`config.mk`:
```
export PLATFORM = sky130hd
export DESIGN_NAME = fir_tap_sequencer
export DESIGN_NICKNAME = d
export VERILOG_FILES = /design/src/rtl/fir_pkg.sv /design/src/rtl/fir_delay_line.sv /design/src/rtl/fir_tap_sequencer.sv
export SDC_FILE = /design/constraint.sdc
export NUM_CORES = 1
export LEC_CHECK = 0
export BUFFER_PORTS_ARGS = -buffer_cell sky130_fd_sc_hd__clkbuf_2
export CORE_MARGIN = 2
export CORE_UTILIZATION = 35
export DETAILED_ROUTE_END_ITERATION = 10
export GPL_TIMING_DRIVEN = 0
export PLACE_DENSITY_LB_ADDON = 0.15
export SLEW_MARGIN = 25
export SYNTH_ARGS = -nofsm -noshare
export SYNTH_HDL_FRONTEND = slang
export SYNTH_SLANG_ARGS = --single-unit
export TNS_END_PERCENT = 100
```
`constraint.sdc`:
```
create_clock -name iClk12M -period 2.27 [get_ports iClk12M]
set_input_delay 0.3405 -clock iClk12M [delete_from_list [all_inputs] [get_ports iClk12M]]
set_output_delay 0.3405 -clock iClk12M [all_outputs]
set_load 0.005 [all_outputs]
```
`src/rtl/fir_pkg.sv`:
```
// Shared constants and state encoding for the FIR tap sequencer.
// Pure declarations: no latency, no flow control.
package fir_pkg;

    localparam int FIR_TAPS   = 10;
    localparam int FIR_DATA_W = 30;
    localparam int FIR_COEF_W = 16;
    localparam int FIR_ADDR_W = 4;
    localparam int LAST_IDX   = FIR_TAPS - 1;

    typedef enum logic [1:0] {
        IDLE  = 2'd0,
        RUN   = 2'd1,
        DRAIN = 2'd2,
        DONE  = 2'd3
    } state_t;

    function automatic int last_idx(input int taps);
        return taps - 1;
    endfunction

endpackage

```
`src/rtl/fir_delay_line.sv`:
```
// TAPS-deep sample shift register with one combinational index-read port.
// Shift takes effect on the enabling edge; read is same-cycle; no backpressure.
module fir_delay_line
    import fir_pkg::*;
#(
    parameter int TAPS   = FIR_TAPS,
    parameter int DATA_W = FIR_DATA_W,
    parameter int ADDR_W = FIR_ADDR_W
) (
    input  logic              i_clk,
    input  logic              i_rst_n,
    input  logic              i_shift_en,
    input  logic [DATA_W-1:0] i_din,
    input  logic [ADDR_W-1:0] i_rd_idx,
    output logic [DATA_W-1:0] o_rd_dat
);

    logic [TAPS-1:0][DATA_W-1:0] r_tap;

    always_ff @(posedge i_clk or negedge i_rst_n) begin
        if (!i_rst_n) begin
            r_tap <= '0;
        end else if (i_shift_en) begin
            r_tap <= {r_tap[TAPS-2:0], i_din};
        end
    end

    // Compare-and-select keeps out-of-range indices at zero instead of X.
    always_comb begin
        o_rd_dat = '0;
        for (int i = 0; i < TAPS; i++) begin
            if (i_rd_idx == ADDR_W'(i)) begin
                o_rd_dat = r_tap[i];
            end
        end
    end

endmodule

```
`src/rtl/fir_tap_sequencer.sv`:
```
// Shifts each sample into the delay line, then streams tap/coefficient pairs and enables to the MAC.
// Sample-to-oDone latency TAPS+3; no backpressure, strobes outside IDLE are dropped with oOverrun.
module fir_tap_sequencer
    import fir_pkg::*;
#(
    parameter int TAPS   = FIR_TAPS,
    parameter int DATA_W = FIR_DATA_W,
    parameter int COEF_W = FIR_COEF_W,
    parameter int ADDR_W = FIR_ADDR_W
) (
    input  logic              iClk12M,
    input  logic              iRsn,
    input  logic              iEnSample,
    input  logic [DATA_W-1:0] iFirIn,
    input  logic [COEF_W-1:0] iCoeffRdata,
    output logic              oCsn,
    output logic [ADDR_W-1:0] oAddr,
    output logic [DATA_W-1:0] oDelay,
    output logic [COEF_W-1:0] oCoeff,
    output logic              oEnMul,
    output logic              oEnAddAcc,
    output logic              oAccClr,
    output logic              oBusy,
    output logic              oDone,
    output logic              oOverrun
);

    localparam logic [ADDR_W-1:0] LAST_ADDR = ADDR_W'(last_idx(TAPS));

    state_t            r_state;
    state_t            w_state_nxt;
    logic [ADDR_W-1:0] r_idx;
    logic [ADDR_W-1:0] w_idx_nxt;
    logic              r_drain_cnt;
    logic              w_drain_nxt;
    logic              w_accept;
    logic              w_issue;

    logic              r_s1_vld;
    logic              r_s2_vld;
    logic [ADDR_W-1:0] r_s1_idx;
    logic [DATA_W-1:0] r_delay_hold;
    logic [COEF_W-1:0] r_coeff_hold;
    logic              r_overrun;
    logic [DATA_W-1:0] w_tap_rd;

    fir_delay_line #(
        .TAPS   (TAPS),
        .DATA_W (DATA_W),
        .ADDR_W (ADDR_W)
    ) u_delay_line (
        .i_clk      (iClk12M),
        .i_rst_n    (iRsn),
        .i_shift_en (w_accept),
        .i_din      (iFirIn),
        .i_rd_idx   (r_s1_idx),
        .o_rd_dat   (w_tap_rd)
    );

    always_ff @(posedge iClk12M or negedge iRsn) begin
        if (!iRsn) begin
            r_state     <= IDLE;
            r_idx       <= '0;
            r_drain_cnt <= 1'b0;
        end else begin
            r_state     <= w_state_nxt;
            r_idx       <= w_idx_nxt;
            r_drain_cnt <= w_drain_nxt;
        end
    end

    always_comb begin
        w_state_nxt = r_state;
        w_idx_nxt   = r_idx;
        w_drain_nxt = r_drain_cnt;
        w_accept    = 1'b0;
        w_issue     = 1'b0;
        oBusy       = 1'b0;
        oAccClr     = 1'b0;
        oDone       = 1'b0;
        case (r_state)
            IDLE: begin
                if (iEnSample) begin
                    w_accept    = 1'b1;
                    w_idx_nxt   = '0;
                    w_state_nxt = RUN;
                end
            end
            RUN: begin
                w_issue = 1'b1;
                oBusy   = 1'b1;
                // idx is zero in RUN only on the first read of a sequence.
                oAccClr = (r_idx == '0);
                if (r_idx == LAST_ADDR) begin
                    w_idx_nxt   = '0;
                    w_drain_nxt = 1'b0;
                    w_state_nxt = DRAIN;
                end else begin
                    w_idx_nxt = r_idx + 1'b1;
                end
            end
            DRAIN: begin
                oBusy       = 1'b1;
                w_drain_nxt = 1'b1;
                if (r_drain_cnt) begin
                    w_drain_nxt = 1'b0;
                    w_state_nxt = DONE;
                end
            end
            DONE: begin
                oDone       = 1'b1;
                w_state_nxt = IDLE;
            end
            default: begin
                w_state_nxt = IDLE;
            end
        endcase
    end

    assign oCsn  = ~w_issue;
    assign oAddr = r_idx;

    // Stage 1 lines up with the SRAM read data; stage 2 is the accumulate slot.
    always_ff @(posedge iClk12M or negedge iRsn) begin
        if (!iRsn) begin
            r_s1_vld     <= 1'b0;
            r_s2_vld     <= 1'b0;
            r_s1_idx     <= '0;
            r_delay_hold <= '0;
            r_coeff_hold <= '0;
            r_overrun    <= 1'b0;
        end else begin
            r_s1_vld  <= w_issue;
            r_s1_idx  <= r_idx;
            r_s2_vld  <= r_s1_vld;
            r_overrun <= iEnSample && (r_state != IDLE);
            if (r_s1_vld) begin
                r_delay_hold <= w_tap_rd;
                r_coeff_hold <= iCoeffRdata;
            end
        end
    end

    assign oEnMul    = r_s1_vld;
    assign oEnAddAcc = r_s2_vld;
    assign oDelay    = r_s1_vld ? w_tap_rd    : r_delay_hold;
    assign oCoeff    = r_s1_vld ? iCoeffRdata : r_coeff_hold;
    assign oOverrun  = r_overrun;

endmodule
```
# Word level (Yosys, flattened, before mapping)
# Cells that the tools add are included.
# Widths: inputs -> output; s select.
# totals
wordCells	76
register_bits	360
output_inout_bits	57
# classes
eq_ne	16
muxes	28
n_reduce_logical	11
n_bitwise	1
addsub	1
# ops
operator	count
$mux 30	11
$eq 4x3->1 const B	4
$mux 16	1
$eq 4x4->1 const B	3
$eq 4x2->1 const B	2
$logic_not 4->1	2
$mux 1	8
$mux 4	2
$pmux 2 s4	1
$pmux 4 s2	1
$mux 2	3
$ne 2x2->1 const B	3
$reduce_bool 2->1	3
$add 4x1->4 const B	1
$eq 2x2->1 const B	2
$eq 4x1->1 const B	1
$reduce_and 2->1	2
$reduce_and 3->1	1
$eq 2x1->1 const B	1
$logic_not 2->1	1
$pmux 1 s2	1
$reduce_or 2->1	1
$logic_and 1x1->1	1
$not 1->1	1

# Logic depth before layout (Yosys ltp)
# logic_depth
word_depth	12
ltp_mapped	9
mapped_depth_nobuf	7

# Modules after synthesis
# Synthesis repeated with hierarchy kept, for this count alone.
# hier_totals
hier_cells	1107
area_unflattened_um2	16109.2
# modules_own_cells
mod	instances	cells_each	area_per_inst_um2
fir_delay_line	1	952	13753.2
fir_tap_sequencer	1	155	2356.0

# Least setup slack after synthesis
# OpenSTA, ideal clock, no wires.
# synth_path
kind	reg-to-output
startpoint	reg r_s1_idx[3]
endpoint	out oDelay[12]
arrival_ps	1833
n_path_buf	3
path_stages_with_launch	9
setup_slack_ps	97
cell_sequence	dfrtp_1 -> buf_6 -> or3b_1 -> buf_6 -> buf_12 -> o22ai_2 -> o311ai_1 -> a221o_1 -> a21oi_1
# synth_between
elab_chain_len	12
elab_cells_between_ends	21
# synth_rtl
item	line	rtl
from (decl)	fir_tap_sequencer.sv:41	logic [ADDR_W-1:0] r_s1_idx;
from (signal assigned)	fir_tap_sequencer.sv:134	r_s1_idx <= r_idx;
$logic_not 4->1	fir_delay_line.sv:32	if (i_rd_idx == ADDR_W'(i)) begin
$mux 30 (9 in series)	fir_delay_line.sv:32	
$mux 30 *	fir_delay_line.sv:32	
$mux 30 *	fir_tap_sequencer.sv:146	assign oDelay = r_s1_vld ? w_tap_rd : r_delay_hold;
to (decl)	fir_tap_sequencer.sv:18	output logic [DATA_W-1:0] oDelay,
# Every way passes the cells marked *; elsewhere a longest branch is shown, timed or not.

# Worst setup path after layout
# layout_path
startpoint	reg r_s1_idx[3]
endpoint	out oDelay[14]
# Same word-level chain as after synthesis.

==> impl_metrics.py <==
metrics = {
    "yosys": {
        "ys_ff_latch": 360,
        "synth_ff_type": "dfrtp_1",
        "ys_top_cells_by_area": "dfrtp_1, mux2_2, o21ai_0",
        "ys_top_cells_by_count": "dfrtp_1, mux2_2, o21ai_0, clkbuf_1, nand2_1",
        "avgSynthCellArea_um2": 13.1,
        "synth_cells": 1235,
        "synth_edf_count": 0,
        "ys_seq_area_share_pct": 55.6,
        "yosys_warnings": 0,
        "synth_area_leader_cell": "dfrtp_1",
        "ys_types": 57,
        "async_reset_ff_share_pct": 100,
        "synth_top_area_share_pct": 55.6,
        "synth_area_um2": 16200,
        "syn_nets": 1291,
        "yosys.cell_count.top_type": "dfrtp_1",
    },
    "setup_path": {
        "critPathKind": "flop to output port",
        "crit_family": "compound AO/OA/AOI/OAI gates",
        "reg2regPathDepth": 8,
        "worstPathArrival_ns": 2.72,
        "crit_buf_inv": 3,
        "crit_slowest_cell": "or3b_4",
        "crit_cells": 8,
        "critical_path.max_stage_delay_ns": 0.48,
        "cp_cell_sequence": "buf_6 > or3b_4 > buf_12 > o22ai_4 > o311ai_4 > a221o_1 > a21oi_2 > buf_2",
        "reg2reg_slack_ns": 0.06,
        "cp-startpoint": "r_s1_idx[3]$_DFF_PN0_",
        "required_ns": 1.93,
        "crit_fanout": 8,
        "worstSetupStartpointType": "flop",
        "endpoint_kind": "output port",
        "r2r_start": "r_s1_idx[1]$_DFF_PN0_",
    },
    "clock_network": {
        "path_clk_slew_ns": 0.06,
        "clockRootBuffer": "clkbuf_16",
        "clock_sink_count": 360,
        "tritoncts": "done",
        "cts-htree-levels": 2,
        "clockBufferDepth": 3,
        "clk_latency_ns": 0.54,
        "cts_made_buffers": 40,
    },
    "cells_and_area": {
        "fin_nets": 1514,
        "drive_above_1_share_pct": 53.0,
        "final_util_pct": 45.5,
        "fill_cells": 4178,
        "synthToLayoutAreaGrowth_pct": 28.1,
        "n_antenna_cell": 0,
        "design_area_um2": 20700,
    },
    "floorplanning": {
        "die_w_um": 219,
        "initial_core_util_pct": 35.5,
        "num_io_pins": 106,
        "dieArea_um2": 48000,
        "fp-row-count": 78,
        "coreArea_um2": 45600,
        "die_h_um": 219,
    },
    "grt": {
        "grt_antenna_before_repair": 0,
        "grt_util_met3_pct": 2.65,
        "grt_pass1_vias": 11300,
        "met1_usage_pct": 27.1,
        "grt_pass1_wl_um": 70800,
        "grt_max_degree": 83,
        "met2_usage_pct": 32.1,
        "overflow": 0,
        "gr-max-usage-layer": "met2",
        "grt_use_total_pct": 19.6,
    },
    "routing": {
        "wl_um": 46200,
        "postRouteAntennaNets": 0,
        "post-route-drc-count": 0,
        "vias": 10900,
        "drtIter0Drc": 665,
        "drtPass1Iterations": 5,
        "vias_per_cell": 5.24,
        "detail_route.wl_per_cell_um": 22.2,
    },
    "placement": {
        "portBuffers": 105,
        "place.gp.congestion": 0.818,
        "dpl.hpwl_um": 32300,
        "dp_worst_setup_slack_ns": -1.06,
        "postPlaceCellArea_um2": 17600,
    },
    "sta": {
        "fin_ws_ns": -0.788,
        "max_slew_margin_pct": 52.3,
        "tightest_slew_ns": 0.715,
        "fin_crit_sh_pct": 135,
        "min_period_ns": 3.06,
        "setup_viol": 30,
        "slew_viol_final": 0,
        "rsz0062_at_grt": "true",
        "finalHoldViolCount": 0,
        "skew_ns": 0.0195,
        "fmax_mhz": 327,
    },
    "power": {
        "p_seq_share_pct": 36.2,
        "p_per_area_nw_per_um2": 1590,
        "power.switching_mw": 11.8,
        "ir_drop_mv": 0.616,
        "swShare_pct": 35.8,
        "internal_power_mw": 21.2,
        "p_leak_nw": 9.01,
        "clockPowerShare_pct": 19.1,
        "power_frac_comb_pct": 44.7,
    },
    "flow_run": {
        "maxCapViolCount": 0,
    },
    "min_path": {
        "holdCritPathClass": "primary input to flop",
        "whs_path_depth": 2,
        "hold_start": "iFirIn[2]",
    },
    "status": {
        "status": "finished, violations left",
        "violations": "negative setup slack",
    },
}
-- final timing paths --
kind / endpoint
hold / removal: u_delay_line.r_tap[2]$_DFFE_PN0P_
setup / recovery: oDelay[14]
max in group asynchronous: u_delay_line.r_tap[287]$_DFFE_PN0P_
min in group asynchronous: r_state[1]$_DFFE_PN0P_
hold reg to reg: r_coeff_hold[9]$_DFF_PN0_
setup reg to reg: r_delay_hold[23]$_DFF_PN0_
-- power by group through the flow --
| stage | combinational [mW] | clock (mW) | sequential [mW] |
|---|---|---|---|
| after floorplan | 8.29 | 0 | 11.0 |
| after global placement | 11.7 | 0 | 11.8 |
| after detailed placement | 11.9 | 0 | 11.9 |
| after CTS | 13.9 | 6.49 | 11.8 |
| after global routing | 15.8 | 6.75 | 12.3 |
| final | 14.7 | 6.31 | 11.9 |
-- metal layers --
metal / share of wire (%) / wire length, um
met1: 45 / 20900
met2: 48 / 22300
met3: 4.1 / 1900
met4: 2.4 / 1120
met5: 0 / 0
-- cells in the final DEF (no fill, tap or decap), drive strengths merged, types with 28 or more instances in the layout --
| cell | count |
|---|---|
| dfrtp | 360 |
| mux2 | 329 |
| clkbuf | 196 |
| buf | 131 |
| o21ai | 67 |
| nand2 | 58 |
| nor2 | 55 |
| a21oi | 49 |
| o22ai | 40 |
| mux2i | 28 |
-- final cells by class --
cell class / instances / area, um^2 / share of cell area [%]
Buffer: 87 / 852 / 4.11
Clock buffer: 56 / 1170 / 5.65
Clock inverter: 11 / 82.6 / 0.398
Inverter: 16 / 67.6 / 0.326
Multi-Input combinational cell: 768 / 7410 / 35.7
Sequential cell: 360 / 9010 / 43.4
Tap cell: 600 / 751 / 3.62
Timing Repair Buffer: 185 / 1400 / 6.74
-- sequential cells by signal (all words and copies together), names as in the netlist --
register            cells
r_s1_idx                4
oOverrun                1
r_delay_hold           30
oAddr                   4
r_drain_cnt             1
oEnAddAcc               1
u_delay_line.r_tap    300
r_state                 2
oEnMul                  1
r_coeff_hold           16
-- cells by family (layout without fill, tap and decap cells) --
family,Yosys count,after routing,share of synthesized area (%)
adders and majority gates,7,7,0.541
buffers and inverters,107,355,3.02
DFF,360,360,55.6
muxes,369,369,26.3
and+or+nand+nor,157,157,4.53
AOI/OAI and AO/OA,235,235,10.0
-- metrics by stage --
stage	hold WS [ns]	total power, mW	cells	TNS, ns
global route	0.0314	34.9	2083	-22.31
detailed placement	0.372	23.8	1944	-159.60
floorplan	0.0449	19.3	1235	0
global placement	0.480	23.5	1940	-2817.38
CTS	0.00319	32.2	2059	-26.71
finish	0.0321	32.9	2083	-19.47
-- repair_timing --
item,4_1_cts,5_1_grt
buffers inserted,48,26
hold buffers,1,0
endpoints found under the hold margin,60,0
resized for setup,238,134
pin swaps,45,33
cloned,3,2
endpoints found under the setup margin,375,272
No activity file was read; power rests on OpenSTA's default activity.
